File: config.mk
export PLATFORM = sky130hd
export DESIGN_NAME = mem_sched
export DESIGN_NICKNAME = d
export VERILOG_FILES = /design/src/rtl/mem_sched.sv
export SDC_FILE = /design/constraint.sdc
export NUM_CORES = 1
export LEC_CHECK = 0
export ABC_AREA = 1
export CAP_MARGIN = 10
export CORE_ASPECT_RATIO = 1.25
export CORE_UTILIZATION = 47
export DETAILED_ROUTE_END_ITERATION = 6
export GPL_ROUTABILITY_DRIVEN = 0
export HOLD_SLACK_MARGIN = 0.08
export PLACE_DENSITY_LB_ADDON = 0.25
export SLEW_MARGIN = 25
export SYNTH_ARGS = -nofsm -noshare
export SYNTH_HDL_FRONTEND = slang
export SYNTH_SLANG_ARGS = --single-unit
File: constraint.sdc
create_clock -name clk_50MHz -period 2.6 [get_ports clk_50MHz]
set_clock_uncertainty 0.2 [all_clocks]
set_input_delay 0.52 -clock clk_50MHz [delete_from_list [all_inputs] [get_ports clk_50MHz]]
set_output_delay 0.52 -clock clk_50MHz [all_outputs]
set_load 0.01 [all_outputs]
File: src/rtl/mem_sched.sv
// rtl/mem_sched.sv - SRAM1/SRAM2/UART access scheduler with registered strobes
// Data accesses run a single FSM; instruction fetch owns SRAM2 whenever no SRAM2 data state is active.
module mem_sched #(
  parameter int unsigned WR_CYCLES      = 2,
  parameter logic [17:0] UART_DATA_ADDR = 18'hBF00,
  parameter logic [17:0] UART_STAT_ADDR = 18'hBF01,
  parameter logic [17:0] RAM2_LIMIT     = 18'h8000
) (
  input  logic        clk_50MHz,
  input  logic        rst,
  input  logic [15:0] pc,
  output logic [15:0] if_inst,
  output logic        if_valid,
  input  logic        mem_req,
  input  logic        mem_op,
  input  logic [17:0] mem_addr,
  input  logic [15:0] mem_wdata,
  output logic [15:0] mem_rdata,
  output logic        mem_ack,
  output logic        pause,
  output logic [17:0] sram1_addr,
  output logic [17:0] sram2_addr,
  output logic [15:0] sram1_dout,
  output logic [15:0] sram2_dout,
  output logic        sram1_dout_en,
  output logic        sram2_dout_en,
  input  logic [15:0] sram1_din,
  input  logic [15:0] sram2_din,
  output logic        sram1_en,
  output logic        sram1_oe,
  output logic        sram1_we,
  output logic        sram2_en,
  output logic        sram2_oe,
  output logic        sram2_we,
  input  logic        tsre,
  input  logic        tbre,
  input  logic        data_ready,
  output logic        rdn,
  output logic        wrn
);

  typedef enum logic [3:0] {
    S_IDLE, S_RD_ADDR, S_RD_SAMPLE, S_WR_SETUP, S_WR_PULSE,
    S_WR_HOLD, S_U_WAIT, S_U_RD, S_U_WR, S_DONE
  } state_e;

  typedef enum logic [1:0] {T_STAT, T_UART, T_RAM2, T_RAM1} tgt_e;

  localparam int CW = $clog2(WR_CYCLES + 2);
  localparam logic [CW-1:0] WR_LAST = CW'(WR_CYCLES - 1);

  state_e        state_q, state_d;
  tgt_e          tgt_q, tgt_d;
  logic          op_q, op_d;
  logic [17:0]   addr_q, addr_d;
  logic [15:0]   wdata_q, wdata_d;
  logic [CW-1:0] cnt_q, cnt_d;
  logic [15:0]   rdata_q, rdata_d;
  logic          ack_q, ack_d;
  logic [15:0]   inst_q;
  logic          ivalid_q, fetch_q, fetch_d;

  logic [17:0]   s1_addr_q, s1_addr_d, s2_addr_q, s2_addr_d;
  logic [15:0]   s1_dout_q, s1_dout_d, s2_dout_q, s2_dout_d;
  logic          s1_douten_q, s1_douten_d, s2_douten_q, s2_douten_d;
  logic          s1_en_q, s1_en_d, s1_oe_q, s1_oe_d, s1_we_q, s1_we_d;
  logic          s2_en_q, s2_en_d, s2_oe_q, s2_oe_d, s2_we_q, s2_we_d;
  logic          rdn_q, rdn_d, wrn_q, wrn_d;
  logic          rd_st_d, wr_st_d;

  always_comb begin
    state_d = state_q;
    tgt_d   = tgt_q;
    op_d    = op_q;
    addr_d  = addr_q;
    wdata_d = wdata_q;
    cnt_d   = cnt_q;
    rdata_d = rdata_q;
    ack_d   = 1'b0;
    case (state_q)
      S_IDLE: begin
        // The registered ack doubles as the enforced bubble between accesses.
        if (mem_req && !ack_q) begin
          addr_d  = mem_addr;
          op_d    = mem_op;
          wdata_d = mem_wdata;
          cnt_d   = '0;
          if (mem_addr == UART_STAT_ADDR) begin
            tgt_d   = T_STAT;
            rdata_d = {14'b0, data_ready, tsre & tbre};
            state_d = S_DONE;
          end else if (mem_addr == UART_DATA_ADDR) begin
            tgt_d   = T_UART;
            state_d = S_U_WAIT;
          end else begin
            tgt_d   = (mem_addr < RAM2_LIMIT) ? T_RAM2 : T_RAM1;
            state_d = mem_op ? S_WR_SETUP : S_RD_ADDR;
          end
        end
      end
      S_RD_ADDR:   state_d = S_RD_SAMPLE;
      S_RD_SAMPLE: begin
        rdata_d = (tgt_q == T_RAM2) ? sram2_din : sram1_din;
        state_d = S_DONE;
      end
      S_WR_SETUP:  state_d = S_WR_PULSE;
      S_WR_PULSE: begin
        if (cnt_q == WR_LAST) begin
          cnt_d   = '0;
          state_d = S_WR_HOLD;
        end else begin
          cnt_d = cnt_q + 1'b1;
        end
      end
      S_WR_HOLD:   state_d = S_DONE;
      S_U_WAIT: begin
        if (op_q) begin
          if (tsre && tbre) state_d = S_U_WR;
        end else if (data_ready) begin
          state_d = S_U_RD;
        end
      end
      S_U_WR: begin
        if (cnt_q == WR_LAST) begin
          cnt_d   = '0;
          state_d = S_DONE;
        end else begin
          cnt_d = cnt_q + 1'b1;
        end
      end
      S_U_RD: begin
        if (cnt_q == CW'(1)) begin
          rdata_d = sram1_din;
          cnt_d   = '0;
          state_d = S_DONE;
        end else begin
          cnt_d = cnt_q + 1'b1;
        end
      end
      S_DONE: begin
        ack_d   = 1'b1;
        state_d = S_IDLE;
      end
      default: state_d = S_IDLE;
    endcase
  end

  // Strobes are registered from the next state so pins change exactly on state boundaries.
  always_comb begin
    rd_st_d     = (state_d == S_RD_ADDR) || (state_d == S_RD_SAMPLE);
    wr_st_d     = (state_d == S_WR_SETUP) || (state_d == S_WR_PULSE) || (state_d == S_WR_HOLD);
    s1_addr_d   = s1_addr_q;
    s1_dout_d   = s1_dout_q;
    s1_douten_d = 1'b0;
    s1_en_d     = 1'b1;
    s1_oe_d     = 1'b1;
    s1_we_d     = 1'b1;
    s2_addr_d   = s2_addr_q;
    s2_dout_d   = s2_dout_q;
    s2_douten_d = 1'b0;
    s2_en_d     = 1'b1;
    s2_oe_d     = 1'b1;
    s2_we_d     = 1'b1;
    fetch_d     = 1'b0;
    rdn_d       = (state_d != S_U_RD);
    wrn_d       = (state_d != S_U_WR);

    if ((rd_st_d || wr_st_d) && tgt_d == T_RAM1) begin
      s1_addr_d = addr_d;
      s1_en_d   = 1'b0;
      s1_oe_d   = !rd_st_d;
      if (wr_st_d) begin
        s1_dout_d   = wdata_d;
        s1_douten_d = 1'b1;
        s1_we_d     = (state_d != S_WR_PULSE);
      end
    end

    // UART write data is driven from U_WAIT through DONE to give setup and hold around WRN.
    if (tgt_d == T_UART && op_d &&
        (state_d == S_U_WAIT || state_d == S_U_WR || state_d == S_DONE)) begin
      s1_dout_d   = wdata_d;
      s1_douten_d = 1'b1;
    end

    if ((rd_st_d || wr_st_d) && tgt_d == T_RAM2) begin
      s2_addr_d = addr_d;
      s2_en_d   = 1'b0;
      s2_oe_d   = !rd_st_d;
      if (wr_st_d) begin
        s2_dout_d   = wdata_d;
        s2_douten_d = 1'b1;
        s2_we_d     = (state_d != S_WR_PULSE);
      end
    end else begin
      s2_addr_d = {2'b00, pc};
      s2_en_d   = 1'b0;
      s2_oe_d   = 1'b0;
      fetch_d   = 1'b1;
    end
  end

  always_ff @(posedge clk_50MHz) begin
    if (!rst) begin
      state_q     <= S_IDLE;
      tgt_q       <= T_STAT;
      op_q        <= 1'b0;
      addr_q      <= '0;
      wdata_q     <= '0;
      cnt_q       <= '0;
      rdata_q     <= '0;
      ack_q       <= 1'b0;
      inst_q      <= '0;
      ivalid_q    <= 1'b0;
      fetch_q     <= 1'b0;
      s1_addr_q   <= '0;
      s1_dout_q   <= '0;
      s1_douten_q <= 1'b0;
      s1_en_q     <= 1'b1;
      s1_oe_q     <= 1'b1;
      s1_we_q     <= 1'b1;
      s2_addr_q   <= '0;
      s2_dout_q   <= '0;
      s2_douten_q <= 1'b0;
      s2_en_q     <= 1'b1;
      s2_oe_q     <= 1'b1;
      s2_we_q     <= 1'b1;
      rdn_q       <= 1'b1;
      wrn_q       <= 1'b1;
    end else begin
      state_q     <= state_d;
      tgt_q       <= tgt_d;
      op_q        <= op_d;
      addr_q      <= addr_d;
      wdata_q     <= wdata_d;
      cnt_q       <= cnt_d;
      rdata_q     <= rdata_d;
      ack_q       <= ack_d;
      fetch_q     <= fetch_d;
      ivalid_q    <= fetch_q;
      if (fetch_q) inst_q <= sram2_din;
      s1_addr_q   <= s1_addr_d;
      s1_dout_q   <= s1_dout_d;
      s1_douten_q <= s1_douten_d;
      s1_en_q     <= s1_en_d;
      s1_oe_q     <= s1_oe_d;
      s1_we_q     <= s1_we_d;
      s2_addr_q   <= s2_addr_d;
      s2_dout_q   <= s2_dout_d;
      s2_douten_q <= s2_douten_d;
      s2_en_q     <= s2_en_d;
      s2_oe_q     <= s2_oe_d;
      s2_we_q     <= s2_we_d;
      rdn_q       <= rdn_d;
      wrn_q       <= wrn_d;
    end
  end

  assign if_inst       = inst_q;
  assign if_valid      = ivalid_q;
  assign mem_rdata     = rdata_q;
  assign mem_ack       = ack_q;
  assign pause         = mem_req & ~ack_q;
  assign sram1_addr    = s1_addr_q;
  assign sram2_addr    = s2_addr_q;
  assign sram1_dout    = s1_dout_q;
  assign sram2_dout    = s2_dout_q;
  assign sram1_dout_en = s1_douten_q;
  assign sram2_dout_en = s2_douten_q;
  assign sram1_en      = s1_en_q;
  assign sram1_oe      = s1_oe_q;
  assign sram1_we      = s1_we_q;
  assign sram2_en      = s2_en_q;
  assign sram2_oe      = s2_oe_q;
  assign sram2_we      = s2_we_q;
  assign rdn           = rdn_q;
  assign wrn           = wrn_q;

endmodule

Word level (Yosys, flattened, before mapping)
Index checks and enable logic that the tools add are counted.

Bitwise gates (word level): 3. Eq/ne operators: 30. Multiplexer cells: 42. Reduce and logical (&&, ||, !) cells: 28. Magnitude comparators: 1. Add/subtract/negate cells: 1.

Operator list (number): 2-to-1 mux 16 bit (10); case mux 16 bit (3 select lines) (1); == test 18 x 16 -> 1 bit (second input constant) (2); 2-to-1 mux 18 bit (2); == test 4 x 3 -> 1 bit (second input constant) (7); 2-to-1 mux 4 bit (7); case mux 4 bit (7 select lines) (1); < comparator 18 x 16 -> 1 bit (second input constant) (1); == test 4 x 2 -> 1 bit (second input constant) (4); == test 4 bit (second input constant) (4); 2-to-1 mux 2 bit (7); 2-to-1 mux 1 bit (12); AND reduction 2 bit (5); == test 4 x 1 -> 1 bit (second input constant) (2); inequality test 4 x 3 -> 1 bit (second input constant) (2); == test 2 bit (second input constant) (3); logical AND 1 bit (6); logical OR 1 bit (6); inequality test 2 bit (second input constant) (3); nonzero test 2 bit (3); == test 2 x 1 -> 1 bit (second input constant) (2); logical NOT 4 bit (1); inequality test 4 bit (second input constant) (1); case mux 2 bit (2 select lines) (1); 9 further kinds (12).

Output and inout bits: 113. Register bits after elaboration: 156.

Logic depth before layout (Yosys ltp)
Depth in word-level cells: 12. Mapped depth: 20. Depth with buffers taken out: 17.

Worst setup path before layout
Ideal clock, no wire load.

Kind: input -> register. Start: in mem_req. End: reg s2_addr_q[10], in the netlist sram2_addr[10]. Data arrival time: 2.026 ns. Stages: 17. Setup time: 0.114 ns. Slack: 0.260 ns. Data required time: 2.286 ns. Cell sequence: inv_1 > nor2_1 > nand2_2 > a21oi_2 > nand2_1 > nand2_1 > nand2_1 > inv_2 > nand2_1 > nand2_2 > inv_2 > nand2_4 > buf_8 > nand2_8 > buf_6 > nand3_1 > nand2_1.

Word-level cells in the longest chain between the ends: 9.

RTL lines: start: declaration (RTL line 14) `input logic mem_req,`; logical AND 1 bit * (RTL line 83) `if (mem_req && !ack_q) begin`; 2-to-1 mux 4 bit (RTL line 83); case mux 4 bit (7 select lines) (RTL line 80) `case (state_q)`; == test 4 x 2 -> 1 bit / == test 4 x 3 -> 1 bit (equally long branches) (RTL line 151) `wr_st_d = (state_d == S_WR_SETUP) || (state_d == S_WR_PULSE) || (state_d == S_WR_HOLD);`; logical OR 1 bit (2 in series) (RTL line 151); logical OR 1 bit (RTL line 186) `if ((rd_st_d || wr_st_d) && tgt_d == T_RAM2) begin`; logical AND 1 bit (RTL line 186); 2-to-1 mux 16 bit * (RTL line 186); end signal: assignment (RTL line 248) `s2_addr_q <= s2_addr_d;`; end: declaration (RTL line 63) `logic [17:0] s1_addr_q, s1_addr_d, s2_addr_q, s2_addr_d;`.

Mark *: on every way between the ends. The rest lies on a longest branch, timed or not. A chain may end at the register's enable or synchronous reset.

Worst setup path after layout
Start: in mem_addr[10]. End: reg s2_dout_q[15], in the netlist sram2_dout[15].

Word-level cells in the longest chain between the ends: 11.

RTL lines: start: declaration (RTL line 16) `input logic [17:0] mem_addr,`; parallel branches: the longest is 10 deep, another holds < comparator 18 x 16 -> 1 bit; AND reduction 2 bit (no source line) *; end signal: assignment (RTL line 249) `s2_dout_q <= s2_dout_d;`; end: declaration (RTL line 64) `logic [15:0] s1_dout_q, s1_dout_d, s2_dout_q, s2_dout_d;`.

Mark *: on every way between the ends.

==> flow_summary.ini <==
[global_routing]
gr-total-overflow = 0
grt_max_degree = 106
track_usage = 0.251
antenna_found_initial = 0
grt_pass1_vias = 5937
grt_pass1_wl_um = 28000

[clock_tree]
cts_tree = done
cts_sinks = 156
cts_max_path_buffers = 2
cts.clk_slew.worst_paths_ps = 60
clock-root-buffer = clkbuf_16
insertion_delay_ps = 420
numCtsBuffers = 17
htree_levels = 4
holdBufCountCts = 0

[critical_path]
path_common_cell = nand2_1
r2r_start = state_q[1]
required_ps = 2710
critPathCaptureType = flip-flop
timing.rr.end = sram2_dout[15]
crit_path_max_fanout = 8
cp_num_buf_inv = 6
startpoint = mem_addr[10]
rrSetupSlack_ps = 260
ff2ff_path_depth = 17
critPathKind = input pin to flip-flop
cp_top_family = buffers and inverters
cp_cell_sequence = clkdlybuf4s50_1, nand2_1, inv_1, nand2_1, nor2_1, buf_4, nand2_1, nand2_1, nand2_2, nand2_2, nand2_1, inv_2, nand2_1, nand2_2, buf_4, nand3_4, clkbuf_16, o21bai_1, nor2_1
critPathSlowestCell = clkdlybuf4s50_1
max_stage_delay_ps = 490
cp.arrival_ps = 2610
worst_setup_path_start_kind = input pin

[yosys]
async_reset_ff_frac = 0
synth_area_mm2 = 0.00642
synth_edf_count = 0
ys.flop_type = dfxtp_1
synth_cell_types = 33
ys_warn_count = 0
yosysSeqAreaShare = 0.486
yosys_register_bits = 156
postSynthAreaPerCell_um2 = 7.42
synth_nets = 954
netlist_instances = 865

[final_layout]
area_delta_synth_final_pct = 50.9
final_nets = 1183
utilization = 0.729
drive_gt1_frac = 0.154
post-route-cell-area_mm2 = 0.00969
final_cell_mix = clkdlybuf4s50_1, dfxtp_1, nor2_1, nand2_1, inv_1
layout_commonest_cell = clkdlybuf4s50_1
nFillCells = 1033
n_antenna_cell = 0

[drt]
wl_per_cell_um = 14.2
vias = 6342
drtAntennaViolNets = 0
firstDrtPassIters = 5
wirelength_um = 18200
post-route-drc-count = 0
drtIter0Drc = 330
via_per_inst = 4.96

[floorplanning]
start_util = 0.483
die-width_um = 107
die_height_um = 133
core-area_mm2 = 0.0133
ioPinCount = 202
design.die.area_mm2 = 0.0141
placementRows = 47

[min_path]
hold_class = flip-flop to flip-flop
min_to = cnt_q[1]
holdCritStartpoint = cnt_q[1]
worstHoldPathCells = 2

[run]
max-cap-violations = 0

[pwr]
p_seq_frac = 0.334
power.density_mw_per_mm2 = 954
power.switching_mw = 3.18
peakVddDrop_v = 0.000524
combPwrFrac = 0.390
leakage_nw = 4.41
switching_share = 0.344
power.internal_mw = 6.06
p_total_mw = 9.24
clkPwrFrac = 0.277

[sta]
final.setup.worst_slack_ps = 94.1
fin_crit_ps = 2510
tightest_slew_ps = 617
slew-limit-headroom = 0.584
fin_crit_sh = 0.964
maxSlewViolCount = 0
fin_setup_tns_ps = 0
max_freq_ghz = 0.399
hold_viol_final = 0
setup_viol = 0

[run_status]
status = finished clean

[place]
placed_area_mm2 = 0.00890
hpwl_um = 13000
pre_cts_ws_ps = -340
numPortBuffers = 201
-- layer usage --
layer / global-route usage / wire length (µm) / vias up
met2: 0.453 / 9270 / 221
li1: - / - / 3202
met3: 0.0704 / 1290 / 29
met4: 0.0890 / 397 / 0
met1: 0.280 / 7210 / 2890
met5: 0 / 0 / -
-- kinds of logic after synthesis --
family / after synthesis / share of synthesized area
AND/OR/NAND/NOR: 426 / 0.302
flip-flops: 156 / 0.486
buffers and inverters: 154 / 0.0978
AO/OA/AOI/OAI: 129 / 0.114
-- power groups by stage --
stage | Sequential (mW) | Clock [mW] | Combinational, mW
floorplan | 3.27 | 0 | 1.73
global placement | 3.12 | 0 | 3.42
detailed placement | 3.13 | 0 | 3.45
CTS | 3.08 | 2.61 | 3.48
global route | 3.13 | 2.69 | 3.93
finish | 3.08 | 2.56 | 3.60
-- worst max-delay path by stage --
| stage | endpoint | slack (ps) | cells after the start |
|---|---|---|---|
| floorplan | sram2_addr[10] | 260 | 17 |
| global placement | sram2_addr[1] | -290 | 17 |
| detailed placement | sram2_addr[9] | -340 | 17 |
| CTS | sram2_addr[9] | 90 | 17 |
| global route | sram1_dout[10] | -50 | 19 |
| finish | sram2_dout[15] | 90 | 19 |
-- registers in the layout (all words and copies together), names as in the netlist, 2 cells and up --
register,count
sram2_addr,18
tgt_q,2
sram1_dout,16
cnt_q,2
state_q,4
sram2_dout,16
addr_q,18
sram1_addr,18
mem_rdata,16
wdata_q,16
if_inst,16
-- cells in the mapped netlist (2+ instances only) --
library cell / count / area, µm²
dfxtp_1: 156 / 3120
nor2_1: 153 / 574
nand2_1: 135 / 507
inv_1: 96 / 360
o21ai_0: 72 / 360
nand3_1: 58 / 290
or2_2: 34 / 213
clkbuf_1: 26 / 97.6
a21oi_1: 22 / 110
nand4_1: 21 / 131
o21bai_1: 16 / 120
a22oi_1: 13 / 97.6
buf_2: 13 / 65.1
inv_2: 8 / 30.0
buf_1: 5 / 18.8
nand2_2: 5 / 31.3
buf_4: 4 / 30.0
nor2_4: 4 / 45.0
nand2_4: 3 / 33.8
nor2_2: 3 / 18.8
nor3_1: 3 / 15.0
nor3_2: 3 / 30.0
nand3_2: 2 / 20.0
-- tightest hold or removal path: cells and delay by family, from the launching register on --
family	cells	cell delay (ps)
buffers and inverters	1	60
flip-flops	1	310
AND/OR/NAND/NOR	1	40
-- through the flow --
stage / hold WS [ps] / cells
global placement: 217 / 1241
detailed placement: 233 / 1241
global route: 273 / 1278
floorplan: 209 / 865
finish: 248 / 1278
CTS: 259 / 1273
-- cell type report --
type,count,area (µm²),area share
clock buffers,18,439,0.0453
well taps,171,214,0.0221
inverters,104,390,0.0403
clock inverters,14,173,0.0178
flip-flops and latches,156,3130,0.323
multi-input cells,555,2730,0.281
repair buffers,260,2620,0.270
-- what timing repair did --
item,CTS,global route
buffers inserted,0,1
endpoints found under the setup margin,0,70
resized for setup,0,20
hold endpoints to repair,0,0
Note: power is estimated with default switching activity, not from simulation.
==> RTL edit, RTL diff (same settings) <==
Take the reset off `wdata_q` and load it in a clocked block of its own.
--- a/src/rtl/mem_sched.sv
+++ b/src/rtl/mem_sched.sv
@@ -207,5 +207,4 @@
       op_q        <= 1'b0;
       addr_q      <= '0;
-      wdata_q     <= '0;
       cnt_q       <= '0;
       rdata_q     <= '0;
@@ -233,5 +232,4 @@
       op_q        <= op_d;
       addr_q      <= addr_d;
-      wdata_q     <= wdata_d;
       cnt_q       <= cnt_d;
       rdata_q     <= rdata_d;
@@ -257,4 +255,8 @@
   end
 
+  always_ff @(posedge clk_50MHz) begin
+    wdata_q <= wdata_d;
+  end
+
   assign if_inst       = inst_q;
   assign if_valid      = ivalid_q;
Check against the original RTL: no difference found for any inputs over 4 cycles, from zero or initial values and one cycle with rst low; that may be too few to reach the edited logic, so the function may still have changed.
==> RTL edit against the original RTL <==
  * Clock power decreased by 7%
  * Final area decreased by 0.57%
  * Setup slack got worse by 0.024 ns
  * Routed wire length increased by 1.6%
  * Sequential cell count unchanged
  * Synthesized area increased by 0.29%
  * Total power increased by 1.4%
  * Largest cell class unchanged
  * Combinational power increased by 6.7%
  * Register-to-register slack got worse by 0.07 ns
  * Global-route usage increased by 1.3 points
  * Final cell count decreased by 1.8%
  * Sequential share of layout area increased by 0.17 points
==> RTL edit: results (changes against the original RTL) <==
Final layout
  • Fillers: 1049 (was 1033)
  • Ant. Diodes: 0 (unchanged)
  • Proportion of layout cells with a drive suffix above 1: 0.169 (was 0.154)
  • Layout Nets: 1160 (was 1183)
  • Register Area: 3120 sq um (was 3130 sq um)

Global route
  • Vias in the first global route: 6004 (was 5937)
  • Largest net degree at the start of global routing: 106 (unchanged)
  • First-pass GRT wire length: 29500 um (was 28000 um)
  • Initial antenna violation count: 0 (unchanged)
  • Total track usage: 0.264 (was 0.251)

Synth
  • Sequential cell area fraction in the yosys report: 0.485 (was 0.486)
  • Post-synth top cells: dfxtp_1 (156), nand2_1 (127), nor2_1 (116) (was dfxtp_1 (156), nor2_1 (153), nand2_1 (135))
  • Async SR Flop Fraction: 0 (unchanged)
  • Synth warn: 0 (unchanged)
  • Post-synthesis cell type count: 35 (was 33)
  • Post-synth EDFFs: 0 (unchanged)
  • Syn Nets: 922 (was 954)
  • Ranking of synthesized cells by area: dfxtp_1 (49%), nand2_1 (7.4%), nor2_1 (6.8%) (was dfxtp_1 (49%), nor2_1 (8.9%), nand2_1 (7.9%))
  • Post-synth top flop: dfxtp_1 (unchanged)

Timing
  • Final period util: 0.973 (was 0.964)
  • Slew of the pin with the lowest slew margin: 0.565 ns (was 0.617 ns)
  • Worst hold slack: 0.244 ns (was 0.248 ns)

CTS
  • Clk root buf: clkbuf_16 (unchanged)
  • Number of CTS-inserted buffers: 17 (unchanged)
  • Clk_lat worst skew: 0.42 ns (about the same)
  • Clk buf depth: 2 (unchanged)
  • H-tree depth: 4 (unchanged)
  • Reg clk slew, reported paths: 0.06 ns (about the same)

Power and ir drop
  • Leak pwr: 4.24 nW (was 4.41 nW)
  • Cell internal pwr: 6.13 mW (was 6.06 mW)
  • Worst IR Drop VDD: 0.577 mV (was 0.524 mV)

Worst setup path
  • Crit path DAT: 1.81 ns (was 2.61 ns)
  • R2R setup slack: 0.19 ns (was 0.26 ns)
  • Crit-path leading delay family: buffers and inverters (unchanged)
  • Largest stage delay, worst path: 0.52 ns (was 0.49 ns)
  • Crit-path slowest cell: clkdlybuf4s50_1 (unchanged)
  • Crit-path max FO: 3 (was 8)

Worst hold path
  • Worst min path class: reg2reg (unchanged)

Placed design
  • Post-placement cell area: 8970 sq um (was 8900 sq um)
  • PortBufs: 201 (unchanged)
  • HPWL Detailed: 13300 um (was 13000 um)
  • Pre-CTS WS: -0.494 ns (was -0.340 ns)

Route
  • WL per Instance: 14.7 um (was 14.2 um)
  • Via count: 6305 (was 6342)
  • DR pass1 iterations: 7 (was 5)
  • Starting DRT DRC Count: 344 (was 330)

Status
  • Status: finished clean (unchanged)
-- RTL edit: changes by cell type after synthesis, sizes merged, moves of 6 or more --
cell / delta
nor2: -38
a21oi: +16
nand4: +16
o21bai: -16
o22ai: +14
a22oi: -12
inv: -9
nand2: -7
nand3: +6
-- RTL edit: logic make-up (layout without fill, tap and decap cells) --
family / after synthesis / after routing / share of synthesized area
and+or+nand+nor: 405 / 406 / 0.309
DFF: 156 / 156 / 0.485
buffers and inverters: 143 / 393 / 0.0966
AOI/OAI and AO/OA: 127 / 127 / 0.106
muxes: 2 / 2 / 0.00350
-- RTL edit: cell type report --
class	count	area share
sequential	156	0.324
clock inverter	11	0.0114
tap	171	0.0222
multi-input combinational	535	0.287
clock buffer	21	0.0478
timing repair buffer	265	0.270
inverter	96	0.0377
-- RTL edit: routing by layer --
metal	global-route usage	up-vias	share of wire
met3	0.0808	36	0.073
met1	0.306	2860	0.40
li1	-	3164	-
met4	0.116	0	0.032
met5	0	-	0
met2	0.446	245	0.49
-- RTL edit: power groups by stage --
stage | Combinational, mW | Clock, mW | Sequential (mW)
2_1_floorplan | 1.89 | 0 | 3.33
3_3_place_gp | 3.64 | 0 | 3.18
3_5_place_dp | 3.70 | 0 | 3.20
4_1_cts | 3.76 | 2.42 | 3.15
5_1_grt | 4.20 | 2.52 | 3.21
6_report | 3.84 | 2.38 | 3.15
-- RTL edit: worst reg2reg max path: stages (launching register included) --
cell and delay [ns]:
dfxtp_2 0.39, inv_2 0.06, nor2_2 0.17, nand2_2 0.14, nor2_1 0.21, nor3_2 0.09
buf_4 0.14, a21oi_2 0.17, nand2_2 0.12, nand2_4 0.11, buf_12 0.12, buf_12 0.12
nand4_1 0.09, a21oi_1 0.19
-- RTL edit: metrics by stage --
stage,TNS (ns),instances
floorplan,0,833
global placement,-28.20,1219
detailed placement,-34.36,1219
CTS,0,1251
global route,-0.0470,1255
finish,0,1255
-- RTL edit: worst paths after layout --
kind / cells after the start / end / start
max: 5 / pause / mem_req
min: 2 / cnt_q[1] / cnt_q[1]
max reg2reg: 13 / sram2_dout[12] / state_q[2]
min reg2reg: 2 / cnt_q[1] / cnt_q[1]
-- RTL edit: timing repair --
item | in CTS | in global routing
setup endpoints to repair | 39 | 71
hold buffers | 0 | 0
setup buffers | 0 | 3
resized for setup | 4 | 11
cloned | 0 | 1
